### config.mk
export PLATFORM = sky130hd
export DESIGN_NAME = spi_frame_master
export DESIGN_NICKNAME = d
export VERILOG_FILES = /design/src/rtl/spi_frame_master.sv
export SDC_FILE = /design/constraint.sdc
export NUM_CORES = 1
export LEC_CHECK = 0
export ABC_AREA = 1
export CORE_ASPECT_RATIO = 0.8
export CORE_UTILIZATION = 50
export CTS_BUF_LIST = sky130_fd_sc_hd__clkbuf_8
export CTS_CLUSTER_SIZE = 40
export DETAILED_ROUTE_END_ITERATION = 6
export GPL_TIMING_DRIVEN = 1
export PLACE_DENSITY_LB_ADDON = 0.25
export SLEW_MARGIN = 30
export SYNTH_ARGS = -nofsm -noshare
export SYNTH_HDL_FRONTEND = slang
export SYNTH_SLANG_ARGS = --single-unit
### constraint.sdc
create_clock -name clk -period 2 [get_ports clk]
set_input_delay 0.3 -clock clk [delete_from_list [all_inputs] [get_ports clk]]
set_output_delay 0.3 -clock clk [all_outputs]
set_load 0.02 [all_outputs]
### src/rtl/spi_frame_master.sv
// SPI frame initiator: select bit plus 10-bit command, MSB first.
// Read-data frames wait RD_LAT cycles, then collect one MISO byte.
module spi_frame_master #(
  parameter int RD_LAT = 2
) (
  input  logic       clk,
  input  logic       rst,
  input  logic       start,
  input  logic [9:0] cmd,
  output logic       busy,
  output logic       done,
  output logic [7:0] rd_data,
  output logic       SS_n,
  output logic       MOSI,
  input  logic       MISO
);

  typedef enum logic [2:0] {
    ST_IDLE,
    ST_SEL,
    ST_CMD,
    ST_SHIFT,
    ST_WAIT,
    ST_RECV,
    ST_END
  } state_t;

  localparam logic [3:0] LAT_LAST = 4'(RD_LAT - 1);

  state_t     state;
  logic [9:0] cmd_q;
  logic [8:0] sh;
  logic [6:0] rx;
  logic [3:0] cnt;

  // Outputs are loaded with the value of the state being entered.
  always_ff @(posedge clk) begin
    if (rst) begin
      state   <= ST_IDLE;
      cmd_q   <= '0;
      sh      <= '0;
      rx      <= '0;
      cnt     <= '0;
      SS_n    <= 1'b1;
      MOSI    <= 1'b0;
      busy    <= 1'b0;
      done    <= 1'b0;
      rd_data <= '0;
    end else begin
      unique case (state)
        ST_IDLE: begin
          if (start) begin
            cmd_q <= cmd;
            SS_n  <= 1'b0;
            MOSI  <= 1'b0;
            busy  <= 1'b1;
            state <= ST_SEL;
          end
        end
        ST_SEL: begin
          MOSI  <= cmd_q[9];
          state <= ST_CMD;
        end
        ST_CMD: begin
          MOSI  <= cmd_q[9];
          sh    <= cmd_q[8:0];
          cnt   <= '0;
          state <= ST_SHIFT;
        end
        ST_SHIFT: begin
          if (cnt == 4'd9) begin
            MOSI <= 1'b0;
            cnt  <= '0;
            if (cmd_q[9:8] == 2'b11) begin
              state <= ST_WAIT;
            end else begin
              SS_n  <= 1'b1;
              done  <= 1'b1;
              state <= ST_END;
            end
          end else begin
            MOSI <= sh[8];
            sh   <= {sh[7:0], 1'b0};
            cnt  <= cnt + 4'd1;
          end
        end
        ST_WAIT: begin
          if (cnt == LAT_LAST) begin
            cnt   <= '0;
            state <= ST_RECV;
          end else begin
            cnt <= cnt + 4'd1;
          end
        end
        ST_RECV: begin
          rx <= {rx[5:0], MISO};
          if (cnt == 4'd7) begin
            rd_data <= {rx, MISO};
            SS_n    <= 1'b1;
            done    <= 1'b1;
            cnt     <= '0;
            state   <= ST_END;
          end else begin
            cnt <= cnt + 4'd1;
          end
        end
        ST_END: begin
          done  <= 1'b0;
          busy  <= 1'b0;
          state <= ST_IDLE;
        end
        default: state <= ST_IDLE;
      endcase
    end
  end

endmodule

==> Word level (Yosys, flattened, before mapping) <==
Cells that the tools add are included.
{ "op_classes": {"addsub": 1, "n_eq_ne": 16, "muxes": 22, "reduce_logical": 16} }
{ "op_table": {"columns": ["operator", "count"], "rows": [
  ["3-bit case mux with 6 select lines", 1],
  ["9-bit case mux with 2 select lines", 1],
  ["4-bit case mux with 4 select lines", 1],
  ["3-bit 2-to-1 mux", 4],
  ["4-bit 2-to-1 mux", 3],
  ["2-bit != test (second input constant)", 6],
  ["2-bit AND reduction", 5],
  ["3-bit equality test (second input constant)", 3],
  ["9-bit 2-to-1 mux", 1],
  ["1-bit case mux with 3 select lines", 3],
  ["3-bit nonzero test", 3],
  ["4-bit AND reduction", 2],
  ["3-bit by 2-bit equality test with 1-bit output (second input constant)", 2],
  ["1-bit 2-to-1 mux", 6],
  ["5-bit AND reduction", 1],
  ["4-bit by 1-bit adder with 4-bit output (second input constant)", 1],
  ["4-bit by 1-bit equality test with 1-bit output (second input constant)", 1],
  ["4-bit by 3-bit equality test with 1-bit output (second input constant)", 1],
  ["4-bit equality test (second input constant)", 1],
  ["2-bit nonzero test", 2],
  ["4-bit nonzero test", 1],
  ["3-bit by 1-bit equality test with 1-bit output (second input constant)", 1],
  ["3-bit zero test", 1],
  ["2-bit equality test (second input constant)", 1],
  ["3 further kinds", 3]
]} }
{ "totals": {"regBits": 45, "word_cells": 65} }

==> Longest topological paths before layout <==
{ "depth": {"ltp_word": 4, "depth_mapped": 10, "ltp_nobuf": 9} }

==> Least setup slack after synthesis <==
OpenSTA, ideal clock, no wires.
{ "synth_path": {"path_type": "reg-to-reg", "startpoint": "register cnt[0]", "endpoint": "register sh[1]", "setup_time_ns": 0.116, "t_arrival_ns": 1.251, "required_time_ns": 1.884, "setup_slack_ns": 0.633, "path_stages_with_launch": 7, "path_buffers": 1, "synth_period_minus_slack_ns": 1.367, "cell_sequence": "dfxtp_1 ha_1 nand3_1 nand2_2 nand2_2 buf_4 o211a_1"} }
{ "synth_between": {"elab_chain_len": 3} }
{ "synth_lines": {"columns": ["element", "line", "rtl"], "rows": [
  ["from (decl)", "34", "logic [3:0] cnt;"],
  ["from (signal assigned)", "84", "cnt <= cnt + 4'd1;"],
  ["from (signal assigned)", "92", "cnt <= cnt + 4'd1;"],
  ["from (signal assigned)", "104", "cnt <= cnt + 4'd1;"],
  ["4-bit equality test", "71", "if (cnt == 4'd9) begin"],
  ["2-bit != test (no source line)", null, null],
  ["2-bit AND reduction (no source line)", null, null],
  ["to (signal assigned)", "66", "sh <= cmd_q[8:0];"],
  ["to (signal assigned)", "83", "sh <= {sh[7:0], 1'b0};"],
  ["to (decl)", "32", "logic [8:0] sh;"]
]} }
Every way passes these cells.
A chain may end at the register's enable or synchronous reset.

==> Worst setup path in the final report <==
{ "layout_path": {"startpoint": "register SS_n", "endpoint": "output SS_n"} }
{ "layout_rtl": {"columns": ["element", "line", "rtl"], "rows": [
  ["from (decl)", "13", "output logic SS_n,"],
  ["from (signal assigned)", "44", "SS_n <= 1'b1;"],
  ["from (signal assigned)", "54", "SS_n <= 1'b0;"],
  ["from (signal assigned)", "77", "SS_n <= 1'b1;"]
]} }
No word-level cell between the ends.

==> out/results.tsv <==
stage	metric	value	unit
clock_tree	CTS Buffer Depth	2	
worst_setup_path	worst-path fanout max	2	
global_route	total congestion overflow	0	
worst_setup_path	Crit path required time	1.70	ns
timing	final period utilization	78.3	%
timing	max_slew headroom	77.4	%
clock_tree	Post-CTS Setup Bufs	0	
routing	Post-DRT Antenna Nets	0	
timing	Hold WS	0.462	ns
logic_synthesis	Syn Inst Count	272	
logic_synthesis	Synth top area share	46.0	%
worst_setup_path	WS Path Type	reg -> out	
clock_tree	clock-pin slew on the worst setup and hold paths	0.10	ns
finish	Nets	318	
routing	DR vias/cell	5.05	
placed_design	placed cell area	0.00229	mm2
floorplanning	core box area	0.00359	mm2
floorplanning	Initial Util	54.6	%
timing	RSZ-0062 raised after global routing	no	
timing	worst slew pin tran	0.338	ns
logic_synthesis	Mean Syn Cell Area	7.20	um2
global_route	GRT Total Usage	22.2	%
logic_synthesis	synth top area cells	dfxtp_1, nand2_1, nor2_1, o21ai_0, nand3_1	
timing	Max Freq	639	MHz
worst_setup_path	Slowest cell on crit path	clkdlybuf4s50_1	
logic_synthesis	ys async rst share	0	%
logic_synthesis	Post-Syn Area	0.00196	mm2
logic_synthesis	largest family of logic cells by synthesized area	simple AND/OR/NAND/NOR gates	
timing	endpoints failing hold	0	
routing	detailed-route via count	1791	
worst_setup_path	worst path bufs/invs	1	
worst_setup_path	cell family with most CP delay	buffers and inverters	
clock_tree	CTS root buf	clkbuf_8	
placed_design	count of buffers from port buffering	25	
global_route	pin count of the biggest net entering global routing	27	
routing	DRT Wirelength	4.13	mm
clock_tree	hold_buf cts	0	
finish	Core Util, Final	67.0	%
global_route	vias in the first global route	1538	
global_route	first-pass GRT wire length	7.07	mm
logic_synthesis	largest area contributor in the netlist	dfxtp_1	
worst_hold_path	worst hold path type	reg -> reg	
worst_setup_path	crit path capture type	output port	
logic_synthesis	register area share after synthesis	46.0	%
floorplanning	IO Pins	26	
timing	Final Max Tran Viols	0	
logic_synthesis	area fraction in and, or, nand and nor cells after synthesis	29.9	%
pwr	Pwr Density	1180	mW/mm2
clock_tree	CTS tree	done	
routing	DR DRC count	0	
worst_setup_path	Arr. time, crit path	1.27	ns
global_route	initial antenna violation count	0	
status	status	finished, final reports clean	
logic_synthesis	Netlist cell types	23	
logic_synthesis	Compound-Gate Fraction of Synth Area	16.2	%
clock_tree	post-cts repair resize count	0	
finish	layout cell share with drive strength beyond 1	8.58	%
finish	area growth from synthesis to layout	22.8	%
clock_tree	clock sinks	45	
run	maxcap violations	0	
logic_synthesis	Post-Synth XOR/XNOR Area	0	%
timing	final setup TNS	0	ns
logic_synthesis	post-synthesis mux area share	0	%
worst_setup_path	Critical Path Max Stage Delay	0.61	ns
logic_synthesis	Synth Flop Type	dfxtp_1	
routing	Initial DRC Count	159	
timing	worst clock skew	0.00950	ns
clock_tree	Worst-Skew Late Latency	0.30	ns
clock_tree	total CTS buffers	5	
logic_synthesis	Synth Area in Adders	1.28	%
finish	# diodes	0	
placed_design	Final Wtd Congestion	0.850	
worst_setup_path	crit start category	flip-flop	
pwr	Pleak	1.01	nW
floorplanning	row cnt	19	
logic_synthesis	FF+latch count, synth	45	
floorplanning	die area	0.00417	mm2
finish	Design Area, Final	0.00241	mm2
timing	setup violators final	0	
pwr	Pwr Total	2.85	mW
floorplanning	Die H	58.0	um
timing	Final min period	1.57	ns
clock_tree	H-tree depth	2	
logic_synthesis	Syn Nets	288	
floorplanning	Die W	72.0	um
pwr	Worst VDD drop	0.845	mV
logic_synthesis	yosys warns	0	
placed_design	Post-DP HPWL	2.94	mm
routing	Pre-antenna DRT Iters	4	
worst_setup_path	CP cell instances	clkdlybuf4s50_1	
logic_synthesis	Post-synth EDFFs	0	
routing	WL/cell	11.6	um
==> flip-flops by register name, summed over array words and instances, names as in the netlist <==
signal / count
cmd_q: 10
sh: 9
rd_data: 8
rx: 7
cnt: 4
state: 3
MOSI: 1
SS_n: 1
busy: 1
done: 1
==> power breakdown <==
part,switching (mW),total [mW],leakage [nW],internal (mW)
combinational,0.550,0.879,0.582,0.329
clock,0.333,0.716,0.0603,0.383
sequential,0.152,1.25,0.367,1.10
==> layout make-up <==
| cell class | count | area [um2] |
|---|---|---|
| Sequential cell | 45 | 901 |
| Timing Repair Buffer | 33 | 310 |
| Clock buffer | 5 | 68.8 |
| Multi-Input combinational cell | 195 | 928 |
| Inverter | 22 | 82.6 |
| Tap cell | 52 | 65.1 |
| Fill cell | 319 | 1180 |
| Clock inverter | 3 | 50.0 |
==> synthesized netlist by cell type (3+ instances only) <==
cell and n:
a21oi_1 22, buf_2 5, clkbuf_1 3, dfxtp_1 45, inv_1 21, nand2_1 53, nand2_2 3, nand3_1 26
nand3_2 3, nor2_1 44, o211a_1 3, o21ai_0 28
==> kinds of logic after synthesis <==
kind of cell	Yosys count
simple gates	135
compound gates	58
flops	45
buf+inv	32
fa+ha+maj	2
==> per-layer routing <==
layer | GRT usage, % | vias to the layer above | part of all wire, %
met2 | 28.8 | 54 | 38
li1 | - | 951 | -
met3 | 5.39 | 4 | 6.6
met4 | 8.40 | 0 | 0.82
met5 | 0 | - | 0
met1 | 34.8 | 782 | 54
==> path summary, 6_finish.rpt <==
| path | from | endpoint | slack [ns] | cells past startpoint |
|---|---|---|---|---|
| max | SS_n | SS_n | 0.43 | 1 |
| min | done | done | 0.46 | 2 |
| min reg2reg | done | done | 0.46 | 2 |
| max reg2reg | cnt[0] | state[0] | 0.45 | 8 |
==> layout by cell type, fill, tap and decap left out, drive strengths merged <==
cell type / netlist / final
nand2: 56 / 56
nor2: 47 / 47
dfxtp: 45 / 45
nand3: 29 / 29
o21ai: 28 / 28
clkdlybuf4s50: 0 / 25
inv: 22 / 23
a21oi: 22 / 22
buf: 7 / 8
clkbuf: 3 / 5
o211a: 3 / 3
a211oi: 2 / 2
o21bai: 2 / 2
nand4: 2 / 2
ha: 2 / 2
nand3b: 1 / 1
a31oi: 1 / 1
bufinv: 0 / 1
clkinv: 0 / 1
==> per-stage QoR <==
step                setup slack (ns)  instances
floorplan                      0.633        272
finish                         0.434        355
global placement               0.482        347
detailed placement             0.470        347
global route                   0.256        355
CTS                            0.424        355
No activity file was read; power rests on OpenSTA's default activity.
